--- config.mk ---
export PLATFORM = sky130hd
export DESIGN_NAME = muldiv_unit
export DESIGN_NICKNAME = d
export VERILOG_FILES = /design/src/rtl/muldiv_unit.sv
export SDC_FILE = /design/constraint.sdc
export NUM_CORES = 1
export LEC_CHECK = 0
export BUFFER_PORTS_ARGS = -buffer_cell sky130_fd_sc_hd__buf_2
export CORE_MARGIN = 3
export CORE_UTILIZATION = 58
export CTS_CLUSTER_DIAMETER = 200
export DETAILED_ROUTE_END_ITERATION = 6
export PLACE_DENSITY = 0.87
export SLEW_MARGIN = 20
export SYNTH_ARGS = -nofsm -noshare
export SYNTH_HDL_FRONTEND = slang
export SYNTH_SLANG_ARGS = --single-unit
--- constraint.sdc ---
create_clock -name clk -period 17.7 [get_ports clk]
set_clock_uncertainty 0.2 [all_clocks]
set_input_delay 2.655 -clock clk [delete_from_list [all_inputs] [get_ports clk]]
set_output_delay 2.655 -clock clk [all_outputs]
set_load 0.01 [all_outputs]
--- src/rtl/muldiv_unit.sv ---
// Iterative RV32M multiply/divide unit: radix-2 shift-add multiply and restoring divide
// on operand magnitudes, with sign correction and fast paths for divide corner cases.
module muldiv_unit #(
    parameter int unsigned WIDTH = 32
) (
    input  logic             clk,
    input  logic             reset_n,
    input  logic             start,
    input  logic [2:0]       op,
    input  logic [WIDTH-1:0] a,
    input  logic [WIDTH-1:0] b,
    input  logic             flush,
    output logic             busy,
    output logic             done,
    output logic [WIDTH-1:0] result
);

    localparam int unsigned CNTW = $clog2(WIDTH + 1);
    localparam int unsigned PW   = 2 * WIDTH;
    localparam logic [CNTW-1:0]  LAST_ITER = CNTW'(WIDTH - 1);
    localparam logic [WIDTH-1:0] SMIN      = {1'b1, {(WIDTH-1){1'b0}}};

    typedef enum logic [1:0] {S_IDLE, S_CALC, S_DONE} state_e;

    state_e           state_q, state_d;
    logic [2:0]       op_q, op_d;
    logic             neg_q, neg_d;
    logic [CNTW-1:0]  cnt_q, cnt_d;
    logic [WIDTH-1:0] hi_q, hi_d;
    logic [WIDTH-1:0] lo_q, lo_d;
    logic [WIDTH-1:0] opnd_q, opnd_d;
    logic [WIDTH-1:0] result_q, result_d;
    logic             busy_q, busy_d;
    logic             done_q, done_d;

    // Operand decode at accept time
    logic             signed_a, signed_b, sa, sb, neg_in, fast;
    logic             b_zero, div_ovf;
    logic [WIDTH-1:0] abs_a, abs_b, fast_res;

    always_comb begin
        signed_a = (op != 3'b011) && (op != 3'b101) && (op != 3'b111);
        signed_b = (op == 3'b000) || (op == 3'b001) || (op == 3'b100) || (op == 3'b110);
        sa       = signed_a & a[WIDTH-1];
        sb       = signed_b & b[WIDTH-1];
        abs_a    = sa ? -a : a;
        abs_b    = sb ? -b : b;
        // REM takes the sign of the dividend; everything else follows sign(a)^sign(b)
        neg_in   = (op[2] & op[1]) ? sa : (sa ^ sb);
        b_zero   = (b == '0);
        div_ovf  = ~op[0] & (a == SMIN) & (&b);
        fast     = op[2] & (b_zero | div_ovf);
        if (b_zero) fast_res = op[1] ? a : '1;
        else        fast_res = op[1] ? '0 : a;
    end

    // One iteration of each datapath
    logic [WIDTH:0]   mul_sum, div_shift, div_diff;
    logic             div_ge;
    logic [WIDTH-1:0] mul_hi, mul_lo, div_hi, div_lo;
    logic [PW-1:0]    prod, prod_fix;
    logic [WIDTH-1:0] q_fix, r_fix, calc_res;

    always_comb begin
        mul_sum   = {1'b0, hi_q} + (lo_q[0] ? {1'b0, opnd_q} : '0);
        mul_hi    = mul_sum[WIDTH:1];
        mul_lo    = {mul_sum[0], lo_q[WIDTH-1:1]};
        div_shift = {hi_q, lo_q[WIDTH-1]};
        div_diff  = div_shift - {1'b0, opnd_q};
        div_ge    = ~div_diff[WIDTH];
        div_hi    = div_ge ? div_diff[WIDTH-1:0] : div_shift[WIDTH-1:0];
        div_lo    = {lo_q[WIDTH-2:0], div_ge};
        prod      = {mul_hi, mul_lo};
        prod_fix  = neg_q ? -prod : prod;
        q_fix     = neg_q ? -div_lo : div_lo;
        r_fix     = neg_q ? -div_hi : div_hi;
        case (op_q)
            3'b000:                calc_res = prod_fix[WIDTH-1:0];
            3'b001, 3'b010, 3'b011: calc_res = prod_fix[PW-1:WIDTH];
            3'b100, 3'b101:        calc_res = q_fix;
            default:               calc_res = r_fix;
        endcase
    end

    // Next-state and datapath update
    always_comb begin
        state_d  = state_q;
        op_d     = op_q;
        neg_d    = neg_q;
        cnt_d    = cnt_q;
        hi_d     = hi_q;
        lo_d     = lo_q;
        opnd_d   = opnd_q;
        result_d = result_q;
        case (state_q)
            S_IDLE, S_DONE: begin
                state_d = S_IDLE;
                if (start && !flush) begin
                    op_d  = op;
                    neg_d = neg_in;
                    if (fast) begin
                        state_d  = S_DONE;
                        result_d = fast_res;
                    end else begin
                        state_d = S_CALC;
                        cnt_d   = '0;
                        hi_d    = '0;
                        lo_d    = op[2] ? abs_a : abs_b;
                        opnd_d  = op[2] ? abs_b : abs_a;
                    end
                end
            end
            S_CALC: begin
                if (flush) begin
                    state_d = S_IDLE;
                end else begin
                    hi_d  = op_q[2] ? div_hi : mul_hi;
                    lo_d  = op_q[2] ? div_lo : mul_lo;
                    cnt_d = cnt_q + CNTW'(1);
                    if (cnt_q == LAST_ITER) begin
                        state_d  = S_DONE;
                        result_d = calc_res;
                    end
                end
            end
            default: state_d = S_IDLE;
        endcase
        busy_d = (state_d == S_CALC);
        done_d = (state_d == S_DONE);
    end

    always_ff @(posedge clk or negedge reset_n) begin
        if (!reset_n) begin
            state_q  <= S_IDLE;
            op_q     <= '0;
            neg_q    <= 1'b0;
            cnt_q    <= '0;
            hi_q     <= '0;
            lo_q     <= '0;
            opnd_q   <= '0;
            result_q <= '0;
            busy_q   <= 1'b0;
            done_q   <= 1'b0;
        end else begin
            state_q  <= state_d;
            op_q     <= op_d;
            neg_q    <= neg_d;
            cnt_q    <= cnt_d;
            hi_q     <= hi_d;
            lo_q     <= lo_d;
            opnd_q   <= opnd_d;
            result_q <= result_d;
            busy_q   <= busy_d;
            done_q   <= done_d;
        end
    end

    assign busy   = busy_q;
    assign done   = done_q;
    assign result = result_q;

endmodule
==> results of run 1 <==
[flip-flops by register name, indices dropped and copies added (netlist names)]
| name | flops |
|---|---|
| busy | 1 |
| cnt_q | 6 |
| done | 1 |
| hi_q | 32 |
| lo_q | 32 |
| neg_q | 1 |
| op_q | 3 |
| opnd_q | 32 |
| result | 32 |
| state_q | 2 |
[power breakdown]
group / switching (mW) / internal, mW / leakage, nW
Clock: 0.167 / 0.227 / 0.305
Combinational: 1.29 / 0.734 / 5.49
Sequential: 0.153 / 0.395 / 1.85
[cells by family (layout without fill, tap and decap cells)]
| family | Yosys count | count (layout) |
|---|---|---|
| compound gates | 779 | 779 |
| xor+xnor | 213 | 213 |
| fa+ha+maj | 73 | 73 |
| buf+inv | 238 | 234 |
| flops | 142 | 142 |
| mux | 96 | 96 |
| simple gates | 808 | 808 |
[per-stage QoR]
step	cells	total power [mW]	setup slack (ns)
finish	2723	2.97	10.70
global route	2723	3.14	10.41
CTS	2723	2.87	10.85
detailed placement	2691	2.46	10.41
global placement	2691	2.42	10.64
floorplan	2349	1.96	11.72
[per-layer routing]
metal	GRT usage (%)	vias to the layer above
met5	0	-
met1	50.1	8638
met4	17.4	2
li1	-	8455
met3	9.27	221
met2	56.0	1313
[worst min-delay path, delay by kind of cell, from the launching register on]
family / cells / cell delay [ns]
DFF: 1 / 0.34
AOI/OAI and AO/OA: 1 / 0.06
and+or+nand+nor: 1 / 0.04
[cell type report]
class                   instances  area [sq um]  area share [%]
repair buffers                129           717            3.96
well taps                     378           473            2.61
clock buffers                  17           425            2.35
inverters                      73           274            1.51
multi-input cells            1969         12400            68.8
flip-flops and latches        142          3560            19.7
clock inverters                15           198            1.09
[layout by cell type (no fill, tap or decap), drive strengths merged, types with 39 or more instances in the layout]
cell type | synthesis | routed
inv | 72 | 80
nor3 | 60 | 60
dfrtp | 142 | 142
nor2 | 254 | 254
xnor2 | 121 | 121
o21ai | 232 | 232
mux2i | 79 | 79
xor2 | 92 | 92
a21oi | 258 | 258
o31ai | 39 | 39
buf | 32 | 129
nand2 | 270 | 270
ha | 71 | 71
[path summary, 6_finish.rpt]
path                            slack [ns]          to  cells after the start
worst max register to register       10.91  result[18]                     21
worst min register to register        0.28   result[9]                      2
max in group asynchronous            13.77     op_q[2]                      2
worst max-delay path                 10.70    lo_q[20]                     12
worst min-delay path                  0.28   result[9]                      2
min in group asynchronous             2.02  opnd_q[26]                      1
==> results.sh, run 1 <==
export IMPL_status="finished with violations"
export IMPL_violations="DRC"
export IMPL_core_sq_um=28200
export IMPL_antenna_found_initial=1
export IMPL_fin_area_sq_um=18100
export IMPL_drtIter0Drc=2760
export IMPL_wl_met2_um=25600
export IMPL_postPlaceCellArea_sq_um=17500
export IMPL_ys_ff_latch=142
export IMPL_die_h_um=177
export IMPL_path_max_fanout=96
export IMPL_insertion_delay_ns=0.44
export IMPL_async_reset_ff_share_pct=100
export IMPL_finalHoldWorstSlack_ns=0.281
export IMPL_startpoint="b[2]"
export IMPL_grt_pass1_wl_um=92500
export IMPL_first_global_vias=17000
export IMPL_finalCritPeriodShare_pct=39.6
export IMPL_syn_area_sq_um=16900
export IMPL_diodes=0
export IMPL_crit_buf_inv=2
export IMPL_yosysWarnings=0
export IMPL_post_synth_cell_area_avg_sq_um=7.18
export IMPL_cts_sink_count=142
export IMPL_crit_path_top_delay_cell="buf_4"
export IMPL_synth_common_cells="270 x nand2_1, 258 x a21oi_1, 253 x nor2_1"
export IMPL_synth_xor_area_share_pct=11.1
export IMPL_synth_cells=2349
export IMPL_critPathRequiredTime_ns=17.76
export IMPL_routed_via_count=18600
export IMPL_dr_pass1_iters=7
export IMPL_synthTopCellsByArea="dfrtp_1 21%, a21oi_1 7.7%, o21ai_0 6.7%, xnor2_1 6.3%, nand2_1 6.0%"
export IMPL_wl_met3_um=8090
export IMPL_synthFlopType="dfrtp_1"
export IMPL_place_congestion=1.04
export IMPL_dpl_hpwl_um=44800
export IMPL_yosysUniqueCellTypes=90
export IMPL_ios=105
export IMPL_drc_errors=3
export IMPL_final_setup_viol_count=0
export IMPL_fillers=2441
export IMPL_rsz0062_at_grt="no"
export IMPL_cts_buffer_depth=2
export IMPL_holdCritPathClass="register to register"
export IMPL_highest_layer="met5"
export IMPL_wl_met1_um=22700
export IMPL_dieArea_sq_um=31200
export IMPL_drv_cap=0
export IMPL_slew_headroom_pct=22.4
export IMPL_wl_um=59500
export IMPL_gr_total_overflow=0
export IMPL_viasPerCell=6.84
export IMPL_fin_util_pct=64.1
export IMPL_io_buffers=104
export IMPL_setup_tns_ns=0
export IMPL_grt_use_total_pct=37.2
export IMPL_row_count=61
export IMPL_cts_tree="built"
export IMPL_synth_nets=2493
export IMPL_post_cts_buffers=0
export IMPL_synth_most_common_cell="nand2_1"
export IMPL_synth_simple_area_share_pct=22.6
export IMPL_yosysSeqAreaShare_pct=21.1
export IMPL_syn2layout_area_growth_pct=7.27
export IMPL_synth_compound_area_share_pct=28.5
export IMPL_power_density_nw_per_um2=164
export IMPL_critPathTopFamily="simple AND/OR/NAND/NOR gates"
export IMPL_dieWidth_um=177
export IMPL_start_util_pct=59.7
export IMPL_synth_edf_count=0
export IMPL_fmax_mhz=143
export IMPL_routedWlPerCell_um=21.8
export IMPL_synth_mux_area_share_pct=5.82
export IMPL_cts_hold_buf=0
export IMPL_ant_nets=0
export IMPL_slew_viol_final=0
export IMPL_critPathKind="input pin to register"
export IMPL_yosysTopAreaCell="dfrtp_1"
export IMPL_slowest_delay_ns=0.75
export IMPL_htreeDepth=4
export IMPL_numCtsBuffers=17
export IMPL_endpoint_kind="register"
export IMPL_finalNetCount=2476
export IMPL_period_minus_slack_ns=7.00
export IMPL_worstHoldStart="result[9]"
export IMPL_r2r_start="lo_q[31]"
export IMPL_leakagePower_nw=7.65
export IMPL_path_clk_slew_ns=0.06
export IMPL_synth_fa_ha_area_share_pct=5.51
export IMPL_startpoint_type="input pin"
export IMPL_post_cts_resized=0
export IMPL_drive_above_1_share_pct=9.21
export IMPL_cp_data_arrival_time_ns=7.06
export IMPL_worstMarginPinSlew_ns=1.15
export IMPL_ctsRootBufferMaster="clkbuf_16"
export IMPL_final_hold_viol_count=0
export IMPL_crit_chain="buf_2, nor4_1, nand3_1, nor3_1, nand2_1, nor4_1, nand3b_1, o21ai_0, nand2_1, o22ai_4, buf_4, o21ai_0"
export IMPL_synth_top_area_share_pct=21.1
export IMPL_ir_worst_vdd_mv=0.0897
export IMPL_grt_max_degree=97
export IMPL_synth_top_family_by_area="compound AO/OA/AOI/OAI gates"
No activity file was read; power rests on OpenSTA's default activity.
==> inputs of run 2 (changes only) <==
CORE_UTILIZATION = 57   (was 58)
PLACE_DENSITY = 0.89   (was 0.87)
clock period = 5.85 ns   (was 17.7 ns; I/O delays follow)
==> run 2 against run 1 <==
Count of clock-buffer cells in the layout is 2 higher. Sequential share of layout area fell by 0.42 points. Power grew to 3.1 times the previous value. The run now ends clean. First-iteration DRC count decreased by 13%. Setup slack worse by 10 ns. Via count rose by 1.3%. Final area is 2.2% higher. Hold slack is essentially flat.
==> results.sh, run 2 (synthesis gave the netlist of run 1 again) <==
export IMPL_status="finished clean"
export IMPL_worstMarginPinSlew_ns=1.10
export IMPL_place_congestion=1.00
export IMPL_die_h_um=178
export IMPL_setup_tns_ns=0
export IMPL_dieWidth_um=178
export IMPL_dpl_hpwl_um=47700
export IMPL_drive_above_1_share_pct=11.3
export IMPL_ir_worst_vdd_mv=0.276
export IMPL_rsz0062_at_grt="no"
export IMPL_fillers=2486
export IMPL_syn2layout_area_growth_pct=9.61
export IMPL_final_hold_viol_count=0
export IMPL_path_max_fanout=5
export IMPL_drv_cap=0
export IMPL_htreeDepth=4
export IMPL_fin_area_sq_um=18500
export IMPL_dp_cells=2738
export IMPL_dr_pass1_iters=7
export IMPL_postPlaceCellArea_sq_um=17800
export IMPL_fmax_mhz=179
export IMPL_diodes=0
export IMPL_finalNetCount=2522
export IMPL_grt_max_degree=109
export IMPL_cts_buffer_depth=2
export IMPL_drtIter0Drc=2412
export IMPL_ios=105
export IMPL_grt_use_total_pct=38.4
export IMPL_whs_path_depth=2
export IMPL_endpoint_kind="register"
export IMPL_reg2reg_to="result[26]"
export IMPL_finalCritPeriodShare_pct=95.4
export IMPL_fin_ws_ns=0.269
export IMPL_grt_pass1_wl_um=95700
export IMPL_final_common_cell="nand2_1"
export IMPL_fin_cells=2773
export IMPL_slew_headroom_pct=26.0
export IMPL_gr_total_overflow=0
export IMPL_ant_nets=0
export IMPL_insertion_delay_ns=0.44
export IMPL_pre_cts_ws_ns=0.0255
export IMPL_cts_hold_buf=0
export IMPL_leakagePower_nw=7.87
export IMPL_core_sq_um=28900
export IMPL_first_global_vias=17200
export IMPL_holdCritPathClass="register to register"
export IMPL_numCtsBuffers=17
export IMPL_cts_sink_count=142
export IMPL_viasPerCell=6.81
export IMPL_dieArea_sq_um=31700
export IMPL_min_to="result[4]"
export IMPL_startpoint="lo_q[31]"
export IMPL_cts_tree="built"
export IMPL_path_clk_slew_ns=0.06
export IMPL_antenna_found_initial=0
export IMPL_worstHoldStart="result[4]"
export IMPL_critPathKind="register to register"
export IMPL_mostFrequentLayoutCells="269 x nand2_1, 256 x a21oi_1, 251 x nor2_1"
export IMPL_wl_um=62300
export IMPL_final_setup_viol_count=0
export IMPL_slew_viol_final=0
export IMPL_r2r_start="lo_q[31]"
export IMPL_power_density_nw_per_um2=504
export IMPL_row_count=62
export IMPL_reg2reg_slack_ns=0.27
export IMPL_start_util_pct=58.3
export IMPL_period_minus_slack_ns=5.58
export IMPL_startpoint_type="register"
export IMPL_critPathRequiredTime_ns=5.99
export IMPL_cp_data_arrival_time_ns=5.72
export IMPL_io_buffers=104
export IMPL_r2r_cells=23
export IMPL_drc_errors=0
export IMPL_ctsRootBufferMaster="clkbuf_16"
export IMPL_routed_via_count=18900
export IMPL_routedWlPerCell_um=22.5
[run 2: cell types whose count changed in the layout (fill, tap and decap cells not counted), sizes merged]
cell and delta:
bufinv +1, clkinvlp +2, buf +45, clkinv +1
clkbuf +3, inv -8
[run 2: layout make-up]
type	count	area, sq um	share of cell area, %
multi-input cells	1969	12500	67.6
clock buffers	19	453	2.45
clock inverters	11	166	0.900
inverters	73	274	1.48
repair buffers	175	1060	5.76
well taps	384	480	2.60
flip-flops and latches	142	3560	19.3
[run 2: routing by layer]
metal | up-vias | GRT usage (%) | part of all wire [%]
met5 | - | 0 | 0
met4 | 0 | 17.1 | 4.9
met3 | 196 | 7.34 | 12
met2 | 1296 | 58.3 | 43
met1 | 8817 | 53.2 | 40
li1 | 8564 | - | -
[run 2: critical path, cell delays in order, from the launching register on]
cell and delay (ns):
dfrtp_1 0.37, inv_1 0.08, ha_1 0.16, inv_1 0.05
fa_2 0.37, a211oi_2 0.35, o21ai_2 0.14, o2111ai_2 0.29
a21oi_2 0.15, o21a_1 0.24, nor2_4 0.15, inv_1 0.09
a21oi_2 0.20, ha_2 0.23, inv_1 0.06, or3_4 0.41
or4_1 0.47, a21oi_1 0.15, a41oi_1 0.09, nand4b_1 0.41
o31ai_2 0.33, xor2_1 0.18, nor2_1 0.06, o31ai_1 0.25
[run 2: timing repair]
action                                  CTS  global route
endpoints found under the setup margin    2             3
pin swaps                                 0             4
setup buffers                             0             5
resized for setup                         1            10
[run 2: worst max path at each step]
stage,end,slack (ns),depth (start not counted)
4_1_cts,result[24],0.09,23
6_report,result[26],0.27,23
3_3_place_gp,result[26],0.29,22
3_5_place_dp,result[24],0.03,23
5_1_grt,result[26],0.004,20
2_1_floorplan,result[26],0.10,26
[run 2: where the power goes]
part / total, mW / switching [mW] / internal [mW]
logic: 6.52 / 4.09 / 2.44
registers: 1.61 / 0.412 / 1.20
clock network: 1.18 / 0.454 / 0.729
total: 9.32 / 4.95 / 4.36
[run 2: stage by stage]
stage | hold WS (ns) | util [%] | total power, mW
floorplan | 0.250 | - | 5.94
detailed placement | 0.271 | 61.5 | 7.73
CTS | 0.283 | 63.6 | 8.98
global route | 0.302 | 63.9 | 9.87
finish | 0.281 | 63.9 | 9.32
global placement | 0.259 | 61.5 | 7.63
